## src/rtl/snake_control.sv

```systemverilog
// snake_control: FSM sequencer for the snake game datapath.
// Drives the per-cycle strobes for the segment RAM, head register, food and
// plot logic, latches the player direction, and stops the game on death.
// Optional feature macro: SNAKE_CTRL_PAUSE_EN adds a 'pause' input that
// freezes the frame timer and ignores key requests while the FSM is in WAIT.

module snake_control #(
    parameter int FRAME_TICKS = 833333,
    parameter int TW          = 20
) (
    input  logic        clk,
    input  logic        rst,
    input  logic        go,
    input  logic        key_valid,
    input  logic [2:0]  key_dir,
    input  logic        is_dead,
    input  logic [10:0] length,
`ifdef SNAKE_CTRL_PAUSE_EN
    input  logic        pause,
`endif
    output logic        waiting,
    output logic        ld_head,
    output logic        ld_q_def,
    output logic        inc_address,
    output logic        rst_address,
    output logic        draw_q,
    output logic        update_head,
    output logic        ld_head_into_prev,
    output logic        ld_q_into_curr,
    output logic        ld_prev_into_q,
    output logic        ld_curr_into_prev,
    output logic        draw_curr,
    output logic        food_en,
    output logic [1:0]  cnt_status,
    output logic [2:0]  dir,
    output logic        game_over
);

    typedef enum logic [3:0] {
        IDLE   = 4'd0,
        INIT   = 4'd1,
        FILL   = 4'd2,
        D_RD   = 4'd3,
        D_PLOT = 4'd4,
        F_PLOT = 4'd5,
        WAIT   = 4'd6,
        MOVE   = 4'd7,
        UPD    = 4'd8,
        S_RD   = 4'd9,
        S_CUR  = 4'd10,
        S_WR   = 4'd11,
        DEAD   = 4'd12
    } state_t;

    localparam logic [TW-1:0] TIMER_LAST = TW'(FRAME_TICKS - 1);

    state_t        state_r;
    state_t        state_next_s;
    logic [10:0]   seg_r;
    logic [1:0]    cnt_r;
    logic [TW-1:0] timer_r;
    logic          pend_r;
    logic [2:0]    pend_dir_r;
    logic [10:0]   seg_last_s;
    logic          paused_s;
    logic          key_ok_s;
    logic          req_valid_s;
    logic [2:0]    req_dir_s;

    // A request is the exact reverse when it stays on the same axis but flips sign.
    function automatic logic is_reverse(input logic [2:0] cur, input logic [2:0] req);
        logic rev;
        if (cur[2] != req[2]) begin
            rev = 1'b0;
        end else if (req[2]) begin
            rev = (cur[1] != req[1]);
        end else begin
            rev = (cur[0] != req[0]);
        end
        return rev;
    endfunction

    assign seg_last_s = length - 11'd1;

`ifdef SNAKE_CTRL_PAUSE_EN
    assign paused_s = pause & (state_r == WAIT);
`else
    assign paused_s = 1'b0;
`endif

    assign key_ok_s    = key_valid & ~paused_s;
    assign req_valid_s = key_ok_s | pend_r;
    assign req_dir_s   = key_ok_s ? key_dir : pend_dir_r;

    // State register.
    always_ff @(posedge clk or negedge rst) begin
        if (!rst) begin
            state_r <= IDLE;
        end else begin
            state_r <= state_next_s;
        end
    end

    // Next-state and Moore strobe decode from state and seg/cnt/timer counters.
    always_comb begin
        state_next_s      = state_r;
        waiting           = 1'b0;
        ld_head           = 1'b0;
        ld_q_def          = 1'b0;
        inc_address       = 1'b0;
        rst_address       = 1'b0;
        draw_q            = 1'b0;
        update_head       = 1'b0;
        ld_head_into_prev = 1'b0;
        ld_q_into_curr    = 1'b0;
        ld_prev_into_q    = 1'b0;
        ld_curr_into_prev = 1'b0;
        draw_curr         = 1'b0;
        food_en           = 1'b0;
        cnt_status        = 2'd0;
        game_over         = 1'b0;
        case (state_r)
            IDLE: begin
                if (go) begin
                    state_next_s = INIT;
                end else begin
                    state_next_s = IDLE;
                end
            end
            INIT: begin
                ld_head      = 1'b1;
                rst_address  = 1'b1;
                state_next_s = FILL;
            end
            FILL: begin
                ld_q_def = 1'b1;
                if (seg_r == seg_last_s) begin
                    rst_address  = 1'b1;
                    state_next_s = D_RD;
                end else begin
                    inc_address  = 1'b1;
                    state_next_s = FILL;
                end
            end
            D_RD: begin
                state_next_s = D_PLOT;
            end
            D_PLOT: begin
                draw_q     = 1'b1;
                cnt_status = cnt_r;
                if (cnt_r == 2'd3) begin
                    if (seg_r < seg_last_s) begin
                        inc_address  = 1'b1;
                        state_next_s = D_RD;
                    end else begin
                        rst_address  = 1'b1;
                        state_next_s = F_PLOT;
                    end
                end else begin
                    state_next_s = D_PLOT;
                end
            end
            F_PLOT: begin
                food_en    = 1'b1;
                cnt_status = cnt_r;
                if (cnt_r == 2'd3) begin
                    state_next_s = WAIT;
                end else begin
                    state_next_s = F_PLOT;
                end
            end
            WAIT: begin
                waiting = 1'b1;
                if (!paused_s && (timer_r == TIMER_LAST)) begin
                    state_next_s = MOVE;
                end else begin
                    state_next_s = WAIT;
                end
            end
            MOVE: begin
                ld_head_into_prev = 1'b1;
                rst_address       = 1'b1;
                state_next_s      = UPD;
            end
            UPD: begin
                update_head  = 1'b1;
                state_next_s = S_RD;
            end
            S_RD: begin
                state_next_s = S_CUR;
            end
            S_CUR: begin
                ld_q_into_curr = 1'b1;
                // The datapath collision compare is only meaningful here.
                if (is_dead) begin
                    state_next_s = DEAD;
                end else begin
                    state_next_s = S_WR;
                end
            end
            S_WR: begin
                ld_prev_into_q    = 1'b1;
                ld_curr_into_prev = 1'b1;
                if (seg_r < seg_last_s) begin
                    inc_address  = 1'b1;
                    state_next_s = S_RD;
                end else begin
                    rst_address  = 1'b1;
                    state_next_s = D_RD;
                end
            end
            DEAD: begin
                game_over    = 1'b1;
                state_next_s = DEAD;
            end
            default: begin
                state_next_s = IDLE;
            end
        endcase
    end

    // Segment counter tracking the datapath RAM address.
    always_ff @(posedge clk or negedge rst) begin
        if (!rst) begin
            seg_r <= 11'd0;
        end else if (rst_address) begin
            seg_r <= 11'd0;
        end else if (inc_address) begin
            seg_r <= seg_r + 11'd1;
        end else begin
            seg_r <= seg_r;
        end
    end

    // Plot sub-pixel counter: runs only while plotting, wraps after 3.
    always_ff @(posedge clk or negedge rst) begin
        if (!rst) begin
            cnt_r <= 2'd0;
        end else if ((state_r == D_PLOT) || (state_r == F_PLOT)) begin
            cnt_r <= cnt_r + 2'd1;
        end else begin
            cnt_r <= 2'd0;
        end
    end

    // Frame timer: cleared outside WAIT, holds while paused.
    always_ff @(posedge clk or negedge rst) begin
        if (!rst) begin
            timer_r <= '0;
        end else if (state_r != WAIT) begin
            timer_r <= '0;
        end else if (paused_s) begin
            timer_r <= timer_r;
        end else begin
            timer_r <= timer_r + TW'(1);
        end
    end

    // Direction latch; requests seen during UPD are deferred one cycle so the
    // head update uses a stable direction.
    always_ff @(posedge clk or negedge rst) begin
        if (!rst) begin
            dir        <= 3'b100;
            pend_r     <= 1'b0;
            pend_dir_r <= 3'b000;
        end else if (state_r == UPD) begin
            if (key_ok_s) begin
                pend_r     <= 1'b1;
                pend_dir_r <= key_dir;
            end else begin
                pend_r     <= pend_r;
                pend_dir_r <= pend_dir_r;
            end
        end else begin
            pend_r <= 1'b0;
            if (req_valid_s && !is_reverse(dir, req_dir_s)) begin
                dir <= req_dir_s;
            end else begin
                dir <= dir;
            end
        end
    end

endmodule

```

## config.mk

```make
export PLATFORM = sky130hd
export DESIGN_NAME = snake_control
export DESIGN_NICKNAME = d
export VERILOG_FILES = /design/src/rtl/snake_control.sv
export SDC_FILE = /design/constraint.sdc
export NUM_CORES = 1
export LEC_CHECK = 0
export BUFFER_PORTS_ARGS = -buffer_cell sky130_fd_sc_hd__buf_4
export CAP_MARGIN = 30
export CORE_MARGIN = 5
export CORE_UTILIZATION = 45
export CTS_CLUSTER_DIAMETER = 150
export DETAILED_ROUTE_END_ITERATION = 7
export PLACE_DENSITY = 0.66
export SLEW_MARGIN = 20
export SYNTH_ARGS = -nofsm -noshare
export SYNTH_HDL_FRONTEND = slang
export SYNTH_SLANG_ARGS = --single-unit
```

## constraint.sdc

```tcl
create_clock -name clk -period 6 [get_ports clk]
set_input_delay 1.8 -clock clk [delete_from_list [all_inputs] [get_ports clk]]
set_output_delay 1.8 -clock clk [all_outputs]
set_load 0.1 [all_outputs]
```

==> metrics.txt <==
Design Area, Final=3650 um^2; Worst Hold Class=flip-flop to flip-flop; most common cell in the netlist=nor2_1; yosys warns=0; register area share after synthesis=35.8%; Post-Route WL=6640 um; Slew @ Worst Pin=724 ps; CTS root buf=clkbuf_8; R2R depth=8; fin. max-slew vios=0; reg2reg end=state_r[3]$_DFF_PN0_; Clock Latency Late Sink=300 ps; clock transition at the registers of the reported paths=80 ps; Async S/R FF share, synth=between 90% and 100%; TritonRoute pass-1 iters=4; layout cells sized above 1=22.4%; Reg2Reg Launch Point=seg_r[6]$_DFFE_PN0P_; WP data required=4200 ps; top cells by area, synth=dfrtp_1 35%, ha_1 6.5%, nor2_1 5.4%; largest net degree at the start of global routing=45; I/O Pins=38; P&R area growth vs syn=18.6%; via count=roughly 2600; max-cap check violation count=0; overall global routing resource usage=15.6%; Max Root-Sink Buffers=2; CTS tree=yes; Initial Utilization=45.8%; Vert. Die Dim=92.7 um; initial antenna violation count=0; Overflow after GRT=0; number of diodes=0; kind of critical path=input pin to output pin; # rows=30; hold buffer count at cts=0; maximum vdd drop=220 uV; area of the multi-input gates=1880 um^2; H-tree levels=2; crit path max fanout=4; DP Area=around 3500 um^2; Hold EP=cnt_r[0]$_DFF_PN0_; final worst-path cycle share=between 90% and 100%; Min Hold Slack=466 ps; Core Area=between 6000 and 7000 um^2; Cell Count, Final, Fillers Out=468; Post-Syn Area=~3100 um^2; GRT Max-Usage Layer=met2; Worst Hold Depth=1; RePlAce Congestion=0.774; crit path DAT=4090 ps; M2 GR Usage=~25%; Post-synth EDFFs=0; Synth top area share=a little over a third; Post-synth top cells=44 x nor2_1, 43 x dfrtp_1, 20 x a21oi_1; nature of the critical path endpoint=output pin; Final Hold Vio Count=0; syn_nets=381; P_leak=1.61 nW; CTS Sinks=44; count of cell types in the netlist=53; setup TNS=0 ps; Mapped Cells=346; M1 GR Usage=21.2%; PortBufs=36; DP HPWL=4760 um; Setup violations, final=0; outcome=finished, final reports clean; Final #Nets=~420; Wirelength per Cell=14.2 um; DRT antenna net count=0; GRT met3 Usage=3.66%; hold_sp=cnt_r[0]$_DFF_PN0_; synthesized flop and latch total=44; initial DRC count=between 150 and 200; synthesized area per cell=approximately 8.9 um^2; worst reg-to-reg setup slack=approximately 3500 ps; Setup Skew=~9.6 ps; Fillers=630; top_reg_cell synth=dfrtp_1; TritonCTS buffer count=5; dpl cells=459; CP Launch Type=input pin; fmax=about 170 MHz; global-route wire length before repair=11100 um; Vias/cell=5.56; Tmin final=5890 ps; residual DRC count=0; RSZ-0062 raised after global routing=yes; vias in the first global route=approximately 2400; PD cells=348 nW/um^2; Die ar.=8590 um^2; Rel. slew slack=51.3%; PnR Total Power=1.27 mW; cell taking the most area after synthesis=dfrtp_1; flip-flop and latch area=approximately 1100 um^2; Die Wd=92.7 um
## area by class of cell
cell class | instances | share of cell area (%)
Clock buffer | 6 | 1.99
Multi-Input combinational cell | 266 | 51.5
Tap cell | 80 | 2.74
Inverter | 19 | 2.02
Sequential cell | 44 | 30.2
Timing Repair Buffer | 51 | 11.2
Clock inverter | 2 | 0.343
## layout by cell type, fill, tap and decap left out, drive strengths merged, types with 2 or more instances in the layout
cell type	instances
a211oi	3
a21boi	2
a21oi	21
and2	5
and3	5
and4	3
buf	51
clkbuf	6
dfrtp	43
ha	16
inv	19
mux2	2
mux2i	14
nand2	18
nand2b	2
nand3	13
nand3b	2
nand4	11
nor2	45
nor2b	3
nor3	19
nor4	10
nor4b	2
o211ai	9
o21ai	14
or3	4
or4b	2
xnor2	15
xor2	13
## stage by stage
step	utilization, %	setup slack, ps
2_1_floorplan	-	13.3
3_3_place_gp	51.8	-36.3
3_5_place_dp	51.8	-88.3
4_1_cts	53.4	21.6
5_1_grt	54.3	-24.8
6_report	54.3	109
## power by group
part           total [mW]  switching, mW  internal (mW)  leakage, nW
clock               0.183          0.102         0.0815       0.0412
combinational       0.657          0.461          0.196        0.978
sequential          0.431         0.0866          0.345        0.588
total                1.27          0.649          0.623         1.61
## critical path, stage by stage
cell      delay, ps
buf_8           100
nor4_4          290
nand2_2         140
nor3_4          210
xnor2_1         100
ha_1            310
nand4_1         200
buf_4           210
o31ai_4         220
a21boi_2        180
buf_4           130
inv_4            30
buf_12          150
## sequential cells by signal (all words and copies together) (netlist names)
| signal | count |
|---|---|
| cnt_r | 2 |
| dir | 3 |
| pend_dir_r | 3 |
| pend_r | 1 |
| seg_r | 11 |
| state_r | 4 |
| timer_r | 20 |
## per-layer routing
layer	vias to the layer above	wire length [um]	share of wire [%]
met1	1240	3330	50
li1	1316	-	-
met5	-	0	0
met3	6	222	3.3
met2	39	3040	46
met4	0	44	0.66
## worst max path at each step
stage,endpoint,cells past startpoint,startpoint
floorplan,rst_address,10,length[4]
finish,inc_address,13,length[3]
global placement,inc_address,13,length[4]
global route,inc_address,13,length[3]
CTS,inc_address,13,length[4]
detailed placement,inc_address,13,length[4]
## cell families after synthesis
kind of cell	count (synthesis)	synth area share, %
DFF	44	35.8
other	1	0.122
xor gates and xnor gates	28	7.97
buffers and inverters	36	5.65
muxes	16	5.28
AOI/OAI and AO/OA	60	13.9
adders and majority gates	16	6.50
and+or+nand+nor	145	24.8
## what timing repair did
action,in CTS,in global routing
pin swaps,2,6
setup endpoints to repair,2,2
buffers inserted,0,1
hold endpoints to repair,0,0
resized for setup,4,12
Power figures use the tool's default switching activity.
